[config.mk]
export PLATFORM = sky130hd
export DESIGN_NAME = regfile_sched
export DESIGN_NICKNAME = d
export VERILOG_FILES = /design/src/rtl/regfile_sched_pkg.sv /design/src/rtl/regfile_sched_rf_array.sv /design/src/rtl/regfile_sched.sv
export SDC_FILE = /design/constraint.sdc
export NUM_CORES = 1
export LEC_CHECK = 0
export CAP_MARGIN = 30
export CORE_MARGIN = 3
export CORE_UTILIZATION = 45
export CTS_CLUSTER_DIAMETER = 80
export CTS_CLUSTER_SIZE = 30
export DETAILED_ROUTE_END_ITERATION = 16
export GPL_TIMING_DRIVEN = 0
export PLACE_DENSITY = 0.81
export SYNTH_ARGS = -nofsm -noshare
export SYNTH_HDL_FRONTEND = slang
export SYNTH_SLANG_ARGS = --single-unit
[constraint.sdc]
create_clock -name clk -period 5 [get_ports clk]
set_clock_uncertainty 0.15 [all_clocks]
set_input_delay 1 -clock clk [delete_from_list [all_inputs] [get_ports clk]]
set_output_delay 1 -clock clk [all_outputs]
set_load 0.005 [all_outputs]
[src/rtl/regfile_sched_pkg.sv]
// regfile_sched_pkg: shared types and helpers for the register-store scheduler.
//   state_t        : access sequencer states {ST_IDLE, ST_ACCESS, ST_DONE}
//   RF_ADDR_W      : default entry address width
//   RF_DATA_W      : default entry data width
//   RF_MAX_NREQ    : largest supported requester count
//   onehot_to_idx  : converts a one-hot vector (up to 8 bits) to its index
package regfile_sched_pkg;

    typedef enum logic [1:0] {
        ST_IDLE   = 2'd0,
        ST_ACCESS = 2'd1,
        ST_DONE   = 2'd2
    } state_t;

    localparam int RF_ADDR_W   = 2;
    localparam int RF_DATA_W   = 2;
    localparam int RF_MAX_NREQ = 8;

    // OR of the indices of all set bits; exact for a one-hot input, 0 for all-zero.
    function automatic logic [2:0] onehot_to_idx(input logic [7:0] oh);
        logic [2:0] idx;
        idx = 3'd0;
        for (int i = 0; i < RF_MAX_NREQ; i++) begin
            idx = idx | (oh[i] ? 3'(i) : 3'd0);
        end
        return idx;
    endfunction

endpackage

[src/rtl/regfile_sched_rf_array.sv]
// rf_array: 2**ADDR_W x DATA_W storage with one synchronous write port and one
// combinational read port. All entries clear synchronously on reset, and reset
// takes priority over a write on the same edge.
//   clk, reset : clock, synchronous active-high reset
//   i_we       : write enable
//   i_waddr    : write address
//   i_wdata    : write data
//   i_raddr    : read address
//   o_rdata    : read data (combinational from the storage registers)
module rf_array
    import regfile_sched_pkg::*;
#(
    parameter int ADDR_W = RF_ADDR_W,
    parameter int DATA_W = RF_DATA_W
) (
    input  logic              clk,
    input  logic              reset,
    input  logic              i_we,
    input  logic [ADDR_W-1:0] i_waddr,
    input  logic [DATA_W-1:0] i_wdata,
    input  logic [ADDR_W-1:0] i_raddr,
    output logic [DATA_W-1:0] o_rdata
);

    localparam int DEPTH = 2 ** ADDR_W;

    logic [DATA_W-1:0] r_mem [DEPTH];

    // Storage update: clear on reset, otherwise commit the write.
    always_ff @(posedge clk) begin
        if (reset) begin
            for (int i = 0; i < DEPTH; i++) begin
                r_mem[i] <= {DATA_W{1'b0}};
            end
        end else if (i_we) begin
            r_mem[i_waddr] <= i_wdata;
        end else begin
            r_mem[i_waddr] <= r_mem[i_waddr];
        end
    end

    assign o_rdata = r_mem[i_raddr];

endmodule

[src/rtl/regfile_sched.sv]
// regfile_sched: arbitrates read/write requests from NREQ requesters onto the
// shared register store and runs the IDLE -> ACCESS -> DONE sequence.
// Optional macro REGFILE_SCHED_RR_EN selects round-robin arbitration; when it
// is undefined the lowest-index requester wins and no pointer is built.
//   clk, reset : clock, synchronous active-high reset
//   req        : per-requester request, held until ack
//   we         : per-requester write (1) / read (0)
//   addr       : flattened addresses, requester i at [i*ADDR_W +: ADDR_W]
//   wdata      : flattened write data, requester i at [i*DATA_W +: DATA_W]
//   gnt        : registered one-hot grant (ACCESS and DONE)
//   ack        : registered one-cycle completion pulse (DONE)
//   rdata      : last read result, held until the next read completes
//   busy       : high whenever the sequencer is not idle
module regfile_sched
    import regfile_sched_pkg::*;
#(
    parameter int NREQ   = 4,
    parameter int ADDR_W = RF_ADDR_W,
    parameter int DATA_W = RF_DATA_W
) (
    input  logic                     clk,
    input  logic                     reset,
    input  logic [NREQ-1:0]          req,
    input  logic [NREQ-1:0]          we,
    input  logic [NREQ*ADDR_W-1:0]   addr,
    input  logic [NREQ*DATA_W-1:0]   wdata,
    output logic [NREQ-1:0]          gnt,
    output logic [NREQ-1:0]          ack,
    output logic [DATA_W-1:0]        rdata,
    output logic                     busy
);

    localparam int IDX_W = $clog2(NREQ);

    state_t              r_state;
    logic [NREQ-1:0]     r_gnt;
    logic [NREQ-1:0]     r_ack;
    logic [DATA_W-1:0]   r_rdata;
    logic                r_busy;
`ifdef REGFILE_SCHED_RR_EN
    logic [IDX_W-1:0]    r_ptr;
`endif

    logic                w_any;
    logic [IDX_W-1:0]    w_win_idx;
    logic [NREQ-1:0]     w_win_oh;
    logic [IDX_W-1:0]    w_widx;
    logic                w_mem_we;
    logic [ADDR_W-1:0]   w_acc_addr;
    logic [DATA_W-1:0]   w_acc_wdata;
    logic [DATA_W-1:0]   w_mem_rdata;

    // Winner search. Scanning from the far end down lets the nearest active
    // requester (relative to the start point) overwrite earlier candidates.
    always_comb begin
        w_any     = |req;
        w_win_idx = {IDX_W{1'b0}};
        for (int k = NREQ - 1; k >= 0; k--) begin
`ifdef REGFILE_SCHED_RR_EN
            w_win_idx = req[(int'(r_ptr) + k) % NREQ] ?
                        IDX_W'((int'(r_ptr) + k) % NREQ) : w_win_idx;
`else
            w_win_idx = req[k] ? IDX_W'(k) : w_win_idx;
`endif
        end
        w_win_oh            = {NREQ{1'b0}};
        w_win_oh[w_win_idx] = w_any;
    end

    // The grant register is the only record of the current winner.
    assign w_widx      = IDX_W'(onehot_to_idx(8'(r_gnt)));
    assign w_acc_addr  = addr[int'(w_widx)*ADDR_W +: ADDR_W];
    assign w_acc_wdata = wdata[int'(w_widx)*DATA_W +: DATA_W];
    assign w_mem_we    = (r_state == ST_ACCESS) && we[w_widx];

    rf_array #(
        .ADDR_W (ADDR_W),
        .DATA_W (DATA_W)
    ) u_rf_array (
        .clk     (clk),
        .reset   (reset),
        .i_we    (w_mem_we),
        .i_waddr (w_acc_addr),
        .i_wdata (w_acc_wdata),
        .i_raddr (w_acc_addr),
        .o_rdata (w_mem_rdata)
    );

    // Access sequencer with registered grant, ack, read data and busy.
    always_ff @(posedge clk) begin
        if (reset) begin
            r_state <= ST_IDLE;
            r_gnt   <= {NREQ{1'b0}};
            r_ack   <= {NREQ{1'b0}};
            r_rdata <= {DATA_W{1'b0}};
            r_busy  <= 1'b0;
`ifdef REGFILE_SCHED_RR_EN
            r_ptr   <= {IDX_W{1'b0}};
`endif
        end else begin
            case (r_state)
                ST_IDLE: begin
                    r_ack <= {NREQ{1'b0}};
                    if (w_any) begin
                        r_gnt   <= w_win_oh;
                        r_busy  <= 1'b1;
                        r_state <= ST_ACCESS;
                    end else begin
                        r_gnt   <= {NREQ{1'b0}};
                        r_busy  <= 1'b0;
                        r_state <= ST_IDLE;
                    end
                end
                ST_ACCESS: begin
                    // Ack is registered here so that it is visible during DONE.
                    r_ack   <= r_gnt;
                    r_state <= ST_DONE;
                    if (!we[w_widx]) begin
                        r_rdata <= w_mem_rdata;
                    end else begin
                        r_rdata <= r_rdata;
                    end
                end
                ST_DONE: begin
                    r_ack   <= {NREQ{1'b0}};
                    r_gnt   <= {NREQ{1'b0}};
                    r_busy  <= 1'b0;
                    r_state <= ST_IDLE;
`ifdef REGFILE_SCHED_RR_EN
                    r_ptr   <= (int'(w_widx) == NREQ - 1) ? {IDX_W{1'b0}} :
                               w_widx + IDX_W'(1);
`endif
                end
                default: begin
                    r_ack   <= {NREQ{1'b0}};
                    r_gnt   <= {NREQ{1'b0}};
                    r_busy  <= 1'b0;
                    r_state <= ST_IDLE;
                end
            endcase
        end
    end

    assign gnt   = r_gnt;
    assign ack   = r_ack;
    assign rdata = r_rdata;
    assign busy  = r_busy;

endmodule

==> results of run 1 <==
-- power breakdown --
| group | switching [W] | total [W] | internal, W |
|---|---|---|---|
| sequential | 0.00000430 | 0.000194 | 0.000190 |
| clock | 0.0000493 | 0.0000805 | 0.0000311 |
| combinational | 0.0000414 | 0.0000875 | 0.0000461 |
-- critical path: cells and delay by family --
kind	cells	cell delay, ns
AND/OR/NAND/NOR	3	0.97
buffers and inverters	1	0.45
AO/OA/AOI/OAI	2	0.35
-- metal layers --
metal / GRT usage (%) / vias up / part of all wire (%)
li1: - / 521 / -
met1: 26.0 / 479 / 45
met2: 31.6 / 48 / 46
met3: 3.04 / 3 / 7.2
met4: 6.25 / 0 / 0.98
met5: 0 / - / 0
-- layout make-up --
| type | count | area (µm²) | share of cell area, % |
|---|---|---|---|
| inverter | 3 | 11.3 | 0.738 |
| timing repair buffer | 36 | 360 | 23.6 |
| sequential | 21 | 500 | 32.8 |
| buffer | 4 | 21.3 | 1.39 |
| tap | 28 | 35.0 | 2.30 |
| clock buffer | 4 | 26.3 | 1.72 |
| multi-input combinational | 85 | 571 | 37.4 |
-- logic make-up (layout without fill, tap and decap cells) --
logic type | count (synthesis) | in the layout | share of synthesized area, %
compound gates | 40 | 40 | 25.7
buf+inv | 7 | 47 | 2.95
flops | 21 | 21 | 45.4
mux | 6 | 6 | 5.78
simple gates | 39 | 39 | 20.2
-- cell usage in the layout, fill, tap and decap left out, types with 4 or more instances in the layout --
cell | synthesis | layout
clkdlybuf4s50_1 | 0 | 36
dfxtp_1 | 13 | 13
nor3_1 | 8 | 8
and3_1 | 8 | 8
edfxtp_1 | 8 | 8
a21oi_1 | 7 | 7
nor2_1 | 5 | 5
a21boi_0 | 5 | 5
nand2_1 | 4 | 4
o21ai_0 | 4 | 4
o211ai_1 | 4 | 4
-- registers in the layout (all words and copies together) (netlist names) --
| name | cells |
|---|---|
| ack | 4 |
| busy | 1 |
| gnt | 4 |
| r_state | 2 |
| rdata | 2 |
| u_rf_array.r_mem | 8 |
-- worst min-delay path by stage --
stage	end	slack [ns]
6_report	busy	0.32
3_3_place_gp	busy	0.29
4_1_cts	busy	0.32
2_1_floorplan	busy	0.30
3_5_place_dp	busy	0.29
5_1_grt	busy	0.35
-- per-stage QoR --
step,util (%),instances
2_1_floorplan,-,113
3_3_place_gp,65.9,177
3_5_place_dp,65.9,177
4_1_cts,67.0,181
5_1_grt,67.0,181
6_report,67.0,181
==> metrics.md, run 1 <==
| Metric | Value |
|---|---|
| Status | complete, no violations |
| Area delta synth->final | 38.2% |
| Top_reg_cell synth | dfxtp_1 |
| Clock Latency Late Sink | 0.30 ns |
| Clk slew on worst S/H paths | between 0.1 and 0.15 ns |
| Yosys top cell by area | dfxtp_1 |
| Worst slew pin tran | approximately 0.57 ns |
| Filler cell count | around 190 |
| Hold Crit Depth | 1 |
| Global-route wire length before repair | about 4800 µm |
| WL per Instance | about 16 µm |
| Critical Path, Cell by Cell | clkdlybuf4s50_1 -> or3b_1 -> a21boi_2 -> nor2_1 -> or4_4 -> a21oi_1 |
| # H-tree levels | 1 |
| Hold wc startpoint | busy |
| DPL Wire Length | 2170 µm |
| CP arrival | roughly 2.8 ns |
| Crit-path max FO | 4 |
| Post-synthesis sequential area ratio | between 40 and 50% |
| Final #Nets | 180 |
| Post-synth EDFFs | 8 |
| Via count | ~1100 |
| Worst flop-to-flop path endpoint | rdata[1] |
| Synthesized area | ~1100 µm² |
| CTS Root Buffer Type | clkbuf_4 |
| DR iter-0 viols | 55 |
| Netlist cell types | 35 |
| Top cells by count, synth | 13 x dfxtp_1, 8 x and3_1, 8 x edfxtp_1, 8 x nor3_1, 7 x a21oi_1 |
| Vias/cell | approximately 5.8 |
| Die Height | roughly 56 µm |
| Horiz. Die Dim | 55.5 µm |
| WS Path Type | in2reg |
| I/O pins | 37 |
| Leakage | around 0.58 nW |
| Ys async rst share | 0% |
| Power Total | 0.000362 W |
| DR DRC count | 0 |
| Syn_nets | around 140 |
| Share of cells above drive strength 1 | a little under an eighth |
| RSZ-0062 raised after global routing | no |
| Synth top area cells | dfxtp_1 24%, edfxtp_1 22%, and3_1 4.5% |
| FP Rows | 17 |
| Port-buffer cells | 36 |
| Die area | approximately 3000 µm² |
| Antenna cells | 0 |
| Crit path from | we[2] |
| Antenna violation net count after detailed routing | 0 |
| Max_slew headroom | 61.4% |
| Worst hold path class | reg2reg |
| Endpoints failing hold | 0 |
| Pins Over Slew Limit | 0 |
| Worst Setup EP | u_rf_array.r_mem[2][0] |
| Reg2Reg Launch Point | gnt[2] |
| Final setup TNS | 0 ns |
| Startpoint types | input pin |
| CP Capture Type | flip-flop |
| CP peak stage delay | about 0.52 ns |
| Flop-to-flop setup slack | about 2.9 ns |
| WHS | ~0.32 ns |
| Synth warnings | 0 |
| DP Area | ~1500 µm² |
| Initial antenna violation count | 0 |
| Fmax achieved | 359 MHz |
| Dpl ws | about 1.9 ns |
| Global placement routability congestion | a little over 0.8 |
| Synth top area share | around a quarter |
| Number of buffers created by CTS | 3 |
| Peak VDD IR | 218 µV |
| Final instance area | 1530 µm² |
| Tcrit/Tclk final | between 50% and 60% |
| Starting Density | 48.5% |
| Mapped Cells | roughly 110 |
| Total Routing Usage GR | around a fifth |
| Pre-antenna DRT Iters | 4 |
| Final min period | ~2.8 ns |
| Hold_buf cts | 0 |
| Clock Sinks | 21 |
| R2R depth | 6 |
| Yosys reg bits | 21 |
| Cell with the most instances after synthesis | dfxtp_1 |
| Pin count of the biggest net entering global routing | 12 |
| Mean post-synth cell area | between 9 and 10 µm² |
| Number of global-route vias before repair | 1016 |
| CTS resizes | 0 |
| Total gr overflow | 0 |
| Routed wire length | ~2900 µm |
| PD cells | roughly 240 nW/µm² |
| Worst Slack Setup Final | between 2 and 2.5 ns |
| Setup-failing EPs final | 0 |
| Max_cap viols | 0 |
| CTS tree | yes |
| Post-CTS setup buffers | 0 |
| CP max stage cell | or4_4 |
| Worst Path Required | approximately 5 ns |
| CTS Buffer Depth | 2 |
| Core area | 2280 µm² |
(Power assumes the default switching activity.)
==> run 2, diff against run 1 <==
--- a/config.mk
+++ b/config.mk
@@ -7,12 +7,12 @@
 export LEC_CHECK = 0
 export CAP_MARGIN = 30
 export CORE_MARGIN = 3
-export CORE_UTILIZATION = 45
+export CORE_UTILIZATION = 44
 export CTS_CLUSTER_DIAMETER = 80
 export CTS_CLUSTER_SIZE = 30
 export DETAILED_ROUTE_END_ITERATION = 16
 export GPL_TIMING_DRIVEN = 0
-export PLACE_DENSITY = 0.81
+export PLACE_DENSITY = 0.8
 export SYNTH_ARGS = -nofsm -noshare
 export SYNTH_HDL_FRONTEND = slang
 export SYNTH_SLANG_ARGS = --single-unit
==> constraint.sdc (replaced) <==
create_clock -name clk -period 2.7 [get_ports clk]
set_clock_uncertainty 0.15 [all_clocks]
set_input_delay 0.54 -clock clk [delete_from_list [all_inputs] [get_ports clk]]
set_output_delay 0.54 -clock clk [all_outputs]
set_load 0.005 [all_outputs]
==> metrics.md, run 2 (synthesis gave the netlist of run 1 again) <==
| Metric | Value |
|---|---|
| CTS resizes | 0 |
| CP arrival | roughly 2.3 ns |
| Hold Crit Depth | 1 |
| Max reg flops | 8 |
| Die Height | between 50 and 60 µm |
| Worst flop-to-flop path endpoint | rdata[1] |
| Clock Sinks | 21 |
| Core area | 2300 µm² |
| WS Path Type | in2reg |
| Status | complete, no violations |
| R2R depth | 6 |
| Final #Nets | 180 |
| PD cells | 440 nW/µm² |
| Startpoint types | input pin |
| I/O pins | 37 |
| Flop-to-flop setup slack | 0.56 ns |
| DR iter-0 viols | 26 |
| Pin count of the biggest net entering global routing | 12 |
| CTS Root Buffer Type | clkbuf_4 |
| Starting Density | 48.0% |
| Max_cap viols | 0 |
| CP peak stage delay | approximately 0.52 ns |
| Reg2Reg Launch Point | gnt[2] |
| Fmax achieved | between 400 and 500 MHz |
| Antenna violation net count after detailed routing | 0 |
| Peak VDD IR | 319 µV |
| Clock power share | between 20% and 30% |
| Final setup TNS | 0 ns |
| DP Area | approximately 1500 µm² |
| Hold path endpoint | busy |
| Filler cell count | approximately 210 |
| Routed wire length | between 2000 and 3000 µm |
| Leakage | between 0.5 and 0.6 nW |
| Internal | 0.000495 W |
| Clock Latency Late Sink | approximately 0.3 ns |
| CP delay by family, top | simple AND/OR/NAND/NOR gates |
| WL per Instance | around 16 µm |
| CTS tree | yes |
| Pins Over Slew Limit | 0 |
| DPL Wire Length | approximately 2200 µm |
| Antenna cells | 0 |
| Global-route wire length before repair | 5000 µm |
| # H-tree levels | 1 |
| Hold wc startpoint | busy |
| CP Capture Type | flip-flop |
| Most frequent cells in the layout | 36 x clkdlybuf4s50_1, 13 x dfxtp_1, 8 x nor3_1, 8 x and3_1, 8 x edfxtp_1 |
| Port-buffer cells | 36 |
| Critical Path, Cell by Cell | clkdlybuf4s50_1 -> or3b_1 -> a21boi_2 -> nor2_1 -> or4_4 -> a21oi_1 |
| Die area | ~3100 µm² |
| Initial antenna violation count | 0 |
| Sw Share | between 20% and 30% |
| Endpoints failing hold | 0 |
| RSZ-0062 raised after global routing | no |
| CP bufs+invs | 1 |
| Horiz. Die Dim | approximately 56 µm |
| Crit-path max FO | 4 |
| CTS Buffer Depth | 2 |
| Hold_buf cts | 0 |
| Pre-antenna DRT Iters | 4 |
| Largest Register | u_rf_array.r_mem |
| Share of cells above drive strength 1 | 11.8% |
| Worst slew pin tran | 0.487 ns |
| Final instance area | 1530 µm² |
| CP max stage cell | or4_4 |
| Worst hold path class | reg2reg |
| Vias/cell | ~5.9 |
| Via count | approximately 1100 |
| Global placement routability congestion | approximately 0.80 |
| Total gr overflow | 0 |
| Sw power | between 0.00015 and 0.0002 W |
| Max_slew headroom | 67.3% |
| Area delta synth->final | 38.2% |
| FP Rows | 17 |
| Most common cell after layout, fill and taps aside | clkdlybuf4s50_1 |
| Clk slew on worst S/H paths | between 0.1 and 0.15 ns |
| Total Routing Usage GR | between 10% and 20% |
| Number of buffers created by CTS | 3 |
| DR DRC count | 0 |
| Worst Path Required | 2.70 ns |
| Setup-failing EPs final | 0 |
| Combinational power share | between 20% and 30% |
| Final min period | around 2.3 ns |
| Seq pwr share | between 50% and 60% |
| Post-CTS setup buffers | 0 |
| Number of global-route vias before repair | between 1000 and 1500 |
| Tcrit/Tclk final | between 80% and 90% |
[run 2: cell counts in the layout (fill, tap and decap cells not counted)]
Identical to the previous run, type by type.
[run 2: how the worst max path moves through the flow]
stage / startpoint / cells past startpoint / end / slack (ns)
floorplan: we[2] / 5 / u_rf_array.r_mem[0][0] / 0.65
global placement: we[2] / 6 / u_rf_array.r_mem[1][0] / 0.08
detailed placement: we[2] / 6 / u_rf_array.r_mem[0][0] / 0.07
CTS: we[2] / 6 / u_rf_array.r_mem[0][0] / 0.34
global route: we[2] / 6 / u_rf_array.r_mem[2][1] / 0.29
finish: we[2] / 6 / u_rf_array.r_mem[0][0] / 0.36
[run 2: cell type report]
cell class                 instances  area [µm²]  area share [%]
inverter                           3        11.3           0.738
sequential                        21         500            32.8
buffer                             4        21.3            1.39
multi-input combinational         85         571            37.4
clock buffer                       4        26.3            1.72
timing repair buffer              36         360            23.6
tap                               28        35.0            2.30
[run 2: through the flow]
step | power, W | std cells | util, % | hold WS [ns] | setup WS [ns]
2_1_floorplan | 0.000452 | 113 | - | 0.301 | 0.655
3_3_place_gp | 0.000523 | 177 | 65.3 | 0.291 | 0.0833
3_5_place_dp | 0.000527 | 177 | 65.3 | 0.293 | 0.0660
4_1_cts | 0.000675 | 181 | 66.4 | 0.325 | 0.343
5_1_grt | 0.000708 | 181 | 66.4 | 0.353 | 0.285
6_report | 0.000672 | 181 | 66.4 | 0.320 | 0.358
[run 2: power by group through the flow]
stage	registers, W	logic [W]	clock network (W)
finish	0.000360	0.000163	0.000149
global route	0.000362	0.000178	0.000168
CTS	0.000360	0.000162	0.000153
detailed placement	0.000367	0.000160	0
global placement	0.000366	0.000157	0
floorplan	0.000366	0.0000856	0
[run 2: routing by layer]
metal  up-vias  wire length (µm)  GRT usage (%)
met5         -                 0              0
met4         0                27           7.12
met3         2               206           5.10
met2        43              1330           31.2
met1       495              1260           24.7
li1        519                 -              -
==> run 3, diff against run 2 <==
--- a/config.mk
+++ b/config.mk
@@ -8,11 +8,11 @@
 export CAP_MARGIN = 30
 export CORE_MARGIN = 3
 export CORE_UTILIZATION = 44
-export CTS_CLUSTER_DIAMETER = 80
+export CTS_CLUSTER_DIAMETER = 50
 export CTS_CLUSTER_SIZE = 30
 export DETAILED_ROUTE_END_ITERATION = 16
 export GPL_TIMING_DRIVEN = 0
-export PLACE_DENSITY = 0.8
+export PLACE_DENSITY = 0.78
 export SYNTH_ARGS = -nofsm -noshare
 export SYNTH_HDL_FRONTEND = slang
 export SYNTH_SLANG_ARGS = --single-unit
==> constraint.sdc (replaced) <==
create_clock -name clk -period 2.68 [get_ports clk]
set_clock_uncertainty 0.15 [all_clocks]
set_input_delay 0.536 -clock clk [delete_from_list [all_inputs] [get_ports clk]]
set_output_delay 0.536 -clock clk [all_outputs]
set_load 0.005 [all_outputs]
==> metrics.md, run 3 (synthesis gave the netlist of run 1 again) <==
| Metric | Value |
|---|---|
| Worst hold path class | reg2reg |
| Leakage | 0.577 nW |
| DR DRC count | 0 |
| Dpl ws | ~0.054 ns |
| I/O pins | 37 |
| Antenna cells | 0 |
| Final #Nets | 180 |
| Port-buffer cells | 36 |
| CP delay by family, top | simple AND/OR/NAND/NOR gates |
| Max reg flops | 8 |
| Largest Register | u_rf_array.r_mem |
| Via count | approximately 1100 |
| DR iter-0 viols | 46 |
| Max_cap viols | 0 |
| CP Capture Type | flip-flop |
| Peak VDD IR | between 300 and 400 µV |
| Worst Path Required | between 2 and 3 ns |
| WS Path Type | in2reg |
| CP max stage cell | or4_4 |
| Pins Over Slew Limit | 0 |
| DPL Wire Length | between 2000 and 2500 µm |
| Horiz. Die Dim | between 50 and 60 µm |
| Vias/cell | about 6 |
| Critical Path, Cell by Cell | clkdlybuf4s50_1 -> or3b_1 -> a21boi_2 -> nor2_1 -> or4_4 -> a21oi_1 |
| Global placement routability congestion | around 0.85 |
| Post-CTS setup buffers | 0 |
| Filler cell count | about 210 |
| Pin count of the biggest net entering global routing | 12 |
| CP bufs+invs | 1 |
| CP arrival | ~2.3 ns |
| # H-tree levels | 1 |
| Share of cells above drive strength 1 | a little under an eighth |
| CTS Root Buffer Type | clkbuf_4 |
| Fmax achieved | about 440 MHz |
| CTS tree | yes |
| Clock Latency Late Sink | roughly 0.31 ns |
| Setup-failing EPs final | 0 |
| Worst slew pin tran | between 0.5 and 0.6 ns |
| Starting Density | roughly half |
| Status | complete, no violations |
| Number of buffers created by CTS | 3 |
| Worst Slack Setup Final | a little under 0.4 ns |
| Startpoint types | input pin |
| Total gr overflow | 0 |
| Endpoints failing hold | 0 |
| Antenna violation net count after detailed routing | 0 |
| Crit-path max FO | 4 |
| Area delta synth->final | 38.2% |
| WL per Instance | approximately 16 µm |
| Clk slew on worst S/H paths | 0.12 ns |
| RSZ-0062 raised after global routing | no |
| Clock Sinks | 21 |
| Final Util | 66.4% |
| Final min period | between 2 and 2.5 ns |
| Total Routing Usage GR | between 10% and 20% |
| Most common cell after layout, fill and taps aside | clkdlybuf4s50_1 |
| Global-route wire length before repair | just under 5000 µm |
| Hold_buf cts | 0 |
| Initial antenna violation count | 0 |
| Core area | between 2000 and 2500 µm² |
| Max_slew headroom | between 60% and 70% |
| Tcrit/Tclk final | a little under nine tenths |
| CTS resizes | 0 |
| CP peak stage delay | 0.53 ns |
| PD cells | ~450 nW/µm² |
| Power Total | between 0.0006 and 0.0007 W |
| Most frequent cells in the layout | 36 x clkdlybuf4s50_1, 13 x dfxtp_1, 8 x nor3_1, 8 x and3_1, 8 x edfxtp_1 |
| Die area | between 3000 and 4000 µm² |
| Final setup TNS | 0 ns |
| Number of global-route vias before repair | roughly 1100 |
| CTS Buffer Depth | 2 |
| Pre-antenna DRT Iters | 5 |
| Routed wire length | 2900 µm |
| FP Rows | 17 |
| Die Height | between 50 and 60 µm |
==> run 3: area by class of cell <==
type | count | area (µm²) | share of cell area (%)
sequential | 21 | 500 | 32.8
multi-input combinational | 85 | 571 | 37.4
inverter | 3 | 11.3 | 0.738
clock buffer | 4 | 26.3 | 1.72
tap | 28 | 35.0 | 2.30
buffer | 4 | 21.3 | 1.39
timing repair buffer | 36 | 360 | 23.6
==> run 3: final timing paths <==
kind | startpoint | to | slack [ns] | depth (start not counted)
setup / recovery | we[2] | u_rf_array.r_mem[2][1] | 0.39 | 6
hold / removal | busy | busy | 0.32 | 1
setup reg to reg | gnt[1] | u_rf_array.r_mem[3][0] | 0.52 | 6
hold reg to reg | busy | busy | 0.32 | 1
==> run 3: through the flow <==
step           instances  hold WS [ns]  cell area (µm²)
6_report             181         0.315             1530
5_1_grt              181         0.343             1530
3_3_place_gp         177         0.292             1500
4_1_cts              181         0.320             1530
2_1_floorplan        113         0.301             1100
3_5_place_dp         177         0.294             1500
==> run 3: worst reg2reg max path, stage by stage, from the launching register on <==
cell and delay, ns:
dfxtp_1 0.39, buf_4 0.19, mux2i_1 0.11, a21oi_2 0.33, a21boi_0 0.21, nor3_1 0.40, o31ai_1 0.14
==> run 3: power breakdown <==
part / leakage (nW) / internal, W / switching [W]
clock network: 0.0150 / 0.0000582 / 0.0000965
registers: 0.191 / 0.000355 / 0.00000832
logic: 0.370 / 0.0000859 / 0.0000788
total: 0.577 / 0.000499 / 0.000184
==> run 3: per-layer routing <==
| metal | share of wire [%] | vias up | global-route usage, % |
|---|---|---|---|
| met5 | 0 | - | 0 |
| met4 | 1.7 | 0 | 7.12 |
| met3 | 7.5 | 5 | 4.87 |
| met2 | 45 | 43 | 29.9 |
| met1 | 46 | 503 | 26.5 |
| li1 | - | 518 | - |
